===== config.mk =====
export PLATFORM = sky130hd
export DESIGN_NAME = tcam_search_pipe
export DESIGN_NICKNAME = d
export VERILOG_FILES = /design/src/rtl/tcam_search_pipe_pkg.sv /design/src/rtl/tcam_search_pipe_prio_enc.sv /design/src/rtl/tcam_search_pipe.sv
export SDC_FILE = /design/constraint.sdc
export NUM_CORES = 1
export LEC_CHECK = 0
export BUFFER_PORTS_ARGS = -buffer_cell sky130_fd_sc_hd__buf_2
export CAP_MARGIN = 5
export CORE_MARGIN = 2
export CORE_UTILIZATION = 25
export DETAILED_ROUTE_END_ITERATION = 7
export GPL_TIMING_DRIVEN = 1
export SYNTH_ARGS = -nofsm -noshare
export SYNTH_HDL_FRONTEND = slang
export SYNTH_SLANG_ARGS = --single-unit

===== constraint.sdc =====
create_clock -name clk -period 1.7 [get_ports clk]
set_input_delay 0 -clock clk [delete_from_list [all_inputs] [get_ports clk]]
set_output_delay 0 -clock clk [all_outputs]
set_load 0.05 [all_outputs]

===== src/rtl/tcam_search_pipe_pkg.sv =====
// rtl/tcam_search_pipe_pkg.sv - shared defaults, mask polarity and index-width helper for the TCAM search pipe
package tcam_search_pipe_pkg;

  localparam int CAM_WIDTH_DEF = 8;
  localparam int CAM_DEPTH_DEF = 8;

  // A mask bit equal to this value means "ignore this bit" in both stored and search masks
  localparam logic MASK_IGNORE = 1'b1;

  // Smallest r with 2**r >= value; a depth of 1 still gets a 1-bit index
  function automatic int clog2(input int value);
    int r;
    r = 1;
    for (int i = 1; i < 31; i++) begin
      if ((1 << i) < value) r = i + 1;
    end
    return r;
  endfunction

endpackage


===== src/rtl/tcam_search_pipe_prio_enc.sv =====
// rtl/tcam_search_pipe_prio_enc.sv - combinational match-vector to lowest-index/hit/multi encoder
module cam_priority_encoder
  import tcam_search_pipe_pkg::*;
#(
  parameter int DEPTH  = CAM_DEPTH_DEF,
  parameter int ADDR_W = clog2(CAM_DEPTH_DEF)
) (
  input  logic [DEPTH-1:0]  vec_i,
  output logic [ADDR_W-1:0] index_o,
  output logic              hit_o,
  output logic              multi_o
);

  // Scan from the top down so the lowest set bit is the last one written
  always_comb begin
    index_o = '0;
    for (int i = DEPTH - 1; i >= 0; i--) begin
      if (vec_i[i]) index_o = ADDR_W'(i);
    end
    hit_o   = |vec_i;
    multi_o = |(vec_i & (vec_i - DEPTH'(1)));
  end

endmodule


===== src/rtl/tcam_search_pipe.sv =====
// rtl/tcam_search_pipe.sv - ternary CAM with a two-stage valid/ready search pipeline
module tcam_search_pipe
  import tcam_search_pipe_pkg::*;
#(
  parameter int CAM_WIDTH = CAM_WIDTH_DEF,
  parameter int CAM_DEPTH = CAM_DEPTH_DEF,
  localparam int ADDR_W   = clog2(CAM_DEPTH)
) (
  input  logic                 clk,
  input  logic                 rst,
  input  logic                 wr_en,
  input  logic [ADDR_W-1:0]    wr_addr,
  input  logic [CAM_WIDTH-1:0] wr_data,
  input  logic [CAM_WIDTH-1:0] wr_mask,
  input  logic                 wr_valid,
  input  logic                 flush,
  input  logic                 req_valid,
  output logic                 req_ready,
  input  logic [CAM_WIDTH-1:0] req_key,
  input  logic [CAM_WIDTH-1:0] req_mask,
  output logic                 resp_valid,
  input  logic                 resp_ready,
  output logic [CAM_DEPTH-1:0] resp_vector,
  output logic                 resp_hit,
  output logic                 resp_multi,
  output logic [ADDR_W-1:0]    resp_index
);

  logic [CAM_WIDTH-1:0] data_q [CAM_DEPTH];
  logic [CAM_WIDTH-1:0] mask_q [CAM_DEPTH];
  logic [CAM_DEPTH-1:0] valid_q;

  logic                 s1_full_q;
  logic [CAM_DEPTH-1:0] s1_vec_q;

  logic                 s2_full_q;
  logic [CAM_DEPTH-1:0] s2_vec_q;
  logic                 s2_hit_q;
  logic                 s2_multi_q;
  logic [ADDR_W-1:0]    s2_index_q;

  logic                 wr_in_range;
  logic [CAM_WIDTH-1:0] req_care;
  logic [CAM_DEPTH-1:0] match_vec;
  logic                 accept;
  logic                 s2_take;
  logic                 s1_to_s2;
  logic [ADDR_W-1:0]    enc_index;
  logic                 enc_hit;
  logic                 enc_multi;

  // Addresses past the last entry (non power-of-two depth) are silently dropped
  assign wr_in_range = ({1'b0, wr_addr} < (ADDR_W + 1)'(CAM_DEPTH));

  // S2 can take new data when empty or when its current result is leaving this cycle
  assign s2_take  = ~s2_full_q | resp_ready;
  assign s1_to_s2 = s1_full_q & s2_take;

  // Held low during reset and flush; otherwise only a completely blocked pipe stalls requests
  assign req_ready = rst & ~flush & ~(s1_full_q & s2_full_q & ~resp_ready);
  assign accept    = req_valid & req_ready;

  assign req_care = {CAM_WIDTH{MASK_IGNORE}} ^ req_mask;

  // Ternary compare of the key against the array as it stands before this cycle's write
  always_comb begin
    match_vec = '0;
    for (int i = 0; i < CAM_DEPTH; i++) begin
      match_vec[i] = valid_q[i] &
                     ~|((data_q[i] ^ req_key) & ({CAM_WIDTH{MASK_IGNORE}} ^ mask_q[i]) & req_care);
    end
  end

  // Entry payload is not reset; a write during flush still lands its data and mask
  always_ff @(posedge clk) begin
    if (wr_en && wr_in_range) begin
      data_q[wr_addr] <= wr_data;
      mask_q[wr_addr] <= wr_mask;
    end
  end

  // Valid bits: flush overrides any same-cycle write or invalidate
  always_ff @(posedge clk or negedge rst) begin
    if (!rst) begin
      valid_q <= '0;
    end else if (flush) begin
      valid_q <= '0;
    end else if (wr_en && wr_in_range) begin
      valid_q[wr_addr] <= wr_valid;
    end
  end

  // S1: capture the match vector of an accepted search
  always_ff @(posedge clk or negedge rst) begin
    if (!rst) begin
      s1_full_q <= 1'b0;
      s1_vec_q  <= '0;
    end else if (accept) begin
      s1_full_q <= 1'b1;
      s1_vec_q  <= match_vec;
    end else if (s1_to_s2) begin
      s1_full_q <= 1'b0;
    end
  end

  cam_priority_encoder #(
    .DEPTH  (CAM_DEPTH),
    .ADDR_W (ADDR_W)
  ) u_prio_enc (
    .vec_i   (s1_vec_q),
    .index_o (enc_index),
    .hit_o   (enc_hit),
    .multi_o (enc_multi)
  );

  // S2: register the encoded response; a stalled result is held untouched
  always_ff @(posedge clk or negedge rst) begin
    if (!rst) begin
      s2_full_q  <= 1'b0;
      s2_vec_q   <= '0;
      s2_hit_q   <= 1'b0;
      s2_multi_q <= 1'b0;
      s2_index_q <= '0;
    end else if (s2_take) begin
      s2_full_q <= s1_full_q;
      if (s1_full_q) begin
        s2_vec_q   <= s1_vec_q;
        s2_hit_q   <= enc_hit;
        s2_multi_q <= enc_multi;
        s2_index_q <= enc_index;
      end
    end
  end

  assign resp_valid  = s2_full_q;
  assign resp_vector = s2_vec_q;
  assign resp_hit    = s2_hit_q;
  assign resp_multi  = s2_multi_q;
  assign resp_index  = s2_index_q;

endmodule

* Word-level counts from Yosys, hierarchy flattened
Memories as Yosys holds them, arrays and structs flattened.
Index checks and enable logic that the tools add are counted.
** Word-level totals
- Flip-flop bits (word level) :: 31
- Memory bits (writable) :: 128
- Input port bits :: 42
- Output and inout bits :: 15
- Word-level logic and storage cells :: 105
- Memories :: 2
** Operators by class
- Add/sub/neg operators :: 1
- Magnitude comparators :: 2
- Mux-type cells :: 17
- Bitwise operators :: 53
- Reductions and logical operators :: 22
** Memories
- data_q :: depth 8, width 8, rd ports 8, clocked after Yosys merged registers in 0, write ports 1, line tcam_search_pipe.sv:29 : logic [CAM_WIDTH-1:0] data_q [CAM_DEPTH];
- mask_q :: depth 8, width 8, rd ports 8, clocked after Yosys merged registers in 0, write ports 1, line tcam_search_pipe.sv:30 : logic [CAM_WIDTH-1:0] mask_q [CAM_DEPTH];
** Operators by type and width (count)
- $and A8 B8 Y8 :: 17
- $reduce_or A8 Y1 :: 10
- $not A8 Y8 :: 9
- $xor A8 B8 Y8 :: 8
- $mux W3 :: 8
- $mux W8 :: 2
- $and A1 B1 Y1 :: 14
- $bwmux W8 :: 1
- $logic_not A1 Y1 :: 8
- $sub A8 B1 Y8 const B :: 1
- $mux W1 :: 5
- $lt A3 B4 Y1 const B :: 1
- $not A1 Y1 :: 4
- $reduce_bool A2 Y1 :: 2
- $demux W1 S3 :: 1
- $ge A3 B1 Y1 const B :: 1
- $reduce_and A2 Y1 :: 1
- $logic_and A1 B1 Y1 :: 1
- $or A1 B1 Y1 :: 1

* Longest topological paths before layout
- Depth after elaboration :: 8
- Mapped depth :: 7
- Gate-level depth less buffers :: 5

* Modules after synthesis
A second synthesis with hierarchy kept.
** Unflattened totals
- Cell total of the unflattened synthesis :: 409
- Area, all modules :: 6376.1 sq um
** By module, submodules not included
- tcam_search_pipe :: times used 1, cells an instance 387, area an instance 6228.5 sq um, seq. area each 4619.4 sq um
- cam_priority_encoder :: times used 1, cells an instance 22, area an instance 147.6 sq um, seq. area each 0.0 sq um

* Worst setup path before layout
Ideal clock, no wire load.
- Path type :: register to register
- Start :: register s2_full_q (netlist: resp_valid)
- End :: register s1_vec_q[1]
- Setup time :: 104 ps
- Arrival time :: 1933 ps
- Required time :: 1596 ps
- Setup slack :: -337 ps
- Cell stages (with the launch flop) :: 6
- Buffers on the path :: 1
- Clock period less this slack :: 2037 ps
- Cell sequence :: dfrtp_1 nand2b_1 o211a_1 nand2_2 buf_2 o41ai_2
** On the way
- Longest elaborated chain between the ends :: 5
** Ends and longest elaborated chain
- start: declaration :: line tcam_search_pipe.sv:36 : logic s2_full_q;
- start signal: assignment :: line tcam_search_pipe.sv:125 : s2_full_q <= s1_full_q;
- $and A1 B1 Y1 (2 in series) :: line tcam_search_pipe.sv:60 : assign req_ready = rst & ~flush & ~(s1_full_q & s2_full_q & ~resp_ready);
- $not A1 Y1 :: line tcam_search_pipe.sv:60
- $and A1 B1 Y1 :: line tcam_search_pipe.sv:60
- via req_ready :: line tcam_search_pipe.sv:18 : output logic req_ready,
- $and A1 B1 Y1 :: line tcam_search_pipe.sv:61 : assign accept = req_valid & req_ready;
- end signal: assignment :: line tcam_search_pipe.sv:100 : s1_vec_q <= match_vec;
- end: declaration :: line tcam_search_pipe.sv:34 : logic [CAM_DEPTH-1:0] s1_vec_q;
The timed path passes the listed nets, and every way through them passes these cells.
A chain may end at the register's enable or synchronous reset.

==> flow_summary.yaml <==
timing:
  fin_crit_sh: 0.980
  final-setup-viol-count: 0
  tightest_slew_ns: 0.644
  clock_skew_ns: 0.00879
  rsz0062_at_grt: "yes"
  finalHoldViolCount: 0
  hold_slack_ns: 0.0786
  fin_crit_ns: 1.67
  finalMaxSlewViolations: 0
  slew_headroom: 0.567
  max_freq_mhz: 600
synthesis:
  synth_edf_count: 128
  ys_warn_count: 0
  ys_seq_area_frac: 0.730
  syn_nets: 453
  synthArstFlopShare: 0.195
  syn_area_um2: 6330
  syn_area_per_cell_um2: 15.4
  synth.most_common_cell: "edfxtp_1"
  synth_top_cells_by_count: "edfxtp_1, xnor2_1, nor3_1"
  synthTopCellsByArea: "edfxtp_1, dfrtp_1, xnor2_1"
  synth_top_area_cell: "edfxtp_1"
  synth_seq_cells: 159
  yosysTopAreaCellShare: 0.607
  synth_cell_types: 33
  syn_inst: 411
  synth_top_flop_cell: "edfxtp_1"
setup_path:
  critical_path.startpoint_type: "register"
  crit_required_ns: 2.02
  cp-end-kind: "register"
  critPathKind: "reg -> reg"
  crit_fanout: 1
  worstPathArrival_ns: 1.98
placement:
  io_buffers: 56
  dp.cells: 802
  gp_congestion: 0.804
  placed_cell_area_um2: 7150
  dpl.hpwl_mm: 10.2
pwr:
  switching_share: 0.213
  p_int_mw: 6.87
  cellLeakagePower_nw: 2.77
  pwr-share-seq: 0.503
  power.density_nw_per_um2: 1100
  p_comb_frac: 0.074
  p_clk_frac: 0.423
  switchingPower_mw: 1.86
  vdd_ir_drop_max_mv: 0.864
floorplan:
  die-height_um: 163
  core.rowCount: 58
  die_w_um: 163
  core_area_um2: 25000
  dieArea_um2: 26600
  start_util: 0.253
  num_io_pins: 57
job:
  max-cap-violations: 0
routing:
  first_pass_iters: 4
  drtIter0Drc: 276
  drcViolationCount: 0
  wirelength_mm: 14.8
  detail-route-antenna-nets: 0
  route.vias.total: 3724
  via_per_inst: 4.37
  routedWlPerCell_um: 17.3
global_route:
  antenna_found_initial: 1
  grt_max_degree: 32
  grt.total_usage: 0.116
  grt_pass1_wl_mm: 22.6
  overflow: 0
  grt_pass1_vias: 3723
cells_and_area:
  nets: 555
  fill_cells: 2454
  fin_cells: 853
  multi_input_comb_area_um2: 1670
  post-route-util: 0.318
  diodes: 0
  fin_area_um2: 7970
  area_growth_pct: 25.9
  seqCellArea_um2: 4620
  drive_gt1_frac: 0.250
clocking:
  insertion_delay_ns: 0.43
  htree_levels: 4
  cts_buffers: 17
  clkTransAtPathRegs_ns: 0.06
  cts_tree: "yes"
  cts_sinks: 159
  cts_buffer_depth: 2
  cts-root-buf: "clkbuf_16"
  post_cts_buffers: 0
run_status:
  status: "finished, final reports clean"
hold_path:
  min_path_type: "in -> reg"
-- path summary, 6_finish.rpt --
check / startpoint / endpoint / slack [ns] / cells after the start
setup / recovery: data_q[7][0] / s1_vec_q[7] / 0.03 / 6
hold / removal: req_mask[7] / s1_vec_q[4] / 0.08 / 3
setup reg to reg: data_q[7][0] / s1_vec_q[7] / 0.03 / 6
hold reg to reg: resp_hit / resp_hit / 0.47 / 1
max in group asynchronous: rst / resp_valid / 1.22 / 3
min in group asynchronous: rst / s1_full_q / 0.16 / 3
-- registers in the layout, indices dropped and copies added (netlist names) --
name,cells
data_q,64
mask_q,64
resp_hit,1
resp_index,3
resp_multi,1
resp_valid,1
resp_vector,8
s1_full_q,1
s1_vec_q,8
valid_q,8
-- stage by stage --
stage / power, mW / setup TNS, ns / worst slack, ns
after floorplan: 4.82 / -0.0132 / -0.0132
after global placement: 5.06 / -0.197 / -0.149
after detailed placement: 5.08 / -0.242 / -0.157
after CTS: 8.79 / 0 / 0.00296
after global routing: 9.03 / -0.206 / -0.0890
final: 8.73 / 0 / 0.0335
-- worst max-delay path: stages, from the launching register on --
cell      delay (ns)
edfxtp_1        0.38
xnor2_1         0.17
nor3_1          0.08
nor4_2          0.33
buf_4           0.17
o311ai_1        0.12
o41ai_2         0.32
-- logic make-up (layout without fill, tap and decap cells) --
group / after synthesis / in the layout / synth area share
flops: 159 / 159 / 0.730
mux: 9 / 9 / 0.0156
fa+ha+maj: 1 / 1 / 0.00158
xor+xnor: 64 / 64 / 0.0886
simple gates: 103 / 103 / 0.0811
buf+inv: 23 / 135 / 0.0156
compound gates: 52 / 52 / 0.0676
-- cell type report --
cell class | instances | share of cell area
Inverter | 4 | 0.00188
Tap cell | 330 | 0.0518
Clock inverter | 8 | 0.0148
Multi-Input combinational cell | 229 | 0.209
Clock buffer | 21 | 0.0553
Sequential cell | 159 | 0.580
Timing Repair Buffer | 102 | 0.0870
-- cells in the final DEF, fill, tap and decap left out, drive strengths merged --
cell type    instances
a21o                 1
xnor2               64
clkbuf              21
dlygate4sd3         22
mux2                 7
o311ai               8
o41ai                9
clkinvlp             2
clkinv               3
a2111oi              1
o31ai               10
nand2               24
nor4                 9
edfxtp             128
inv                  4
o21bai               1
dfrtp               31
or4                  1
nand2b               4
nor3                45
a31oi                1
maj3                 1
bufinv               3
a21oi                8
o211a                1
buf                 80
or3                  8
nor2                12
o21ai               11
o2bb2ai              1
mux2i                2
-- per-layer routing --
layer / vias up / routed length, µm / global-route usage
li1: 1751 / - / -
met1: 1847 / 6650 / 0.148
met2: 108 / 7070 / 0.186
met3: 16 / 760 / 0.0315
met4: 2 / 266 / 0.0523
met5: - / 13 / 0
-- what timing repair did --
item,4_1_cts,5_1_grt
endpoints found under the hold margin,169,0
hold buffers,22,0
cloned,0,0
resized for setup,2,6
pin swaps,3,7
endpoints found under the setup margin,2,8
-- power by group through the flow --
stage / combinational (mW) / clock, mW / sequential (mW)
global route: 0.708 / 3.92 / 4.40
global placement: 0.598 / 0 / 4.46
finish: 0.650 / 3.69 / 4.39
detailed placement: 0.610 / 0 / 4.47
CTS: 0.655 / 3.75 / 4.39
floorplan: 0.295 / 0 / 4.52
Note: power is estimated with default switching activity, not from simulation.
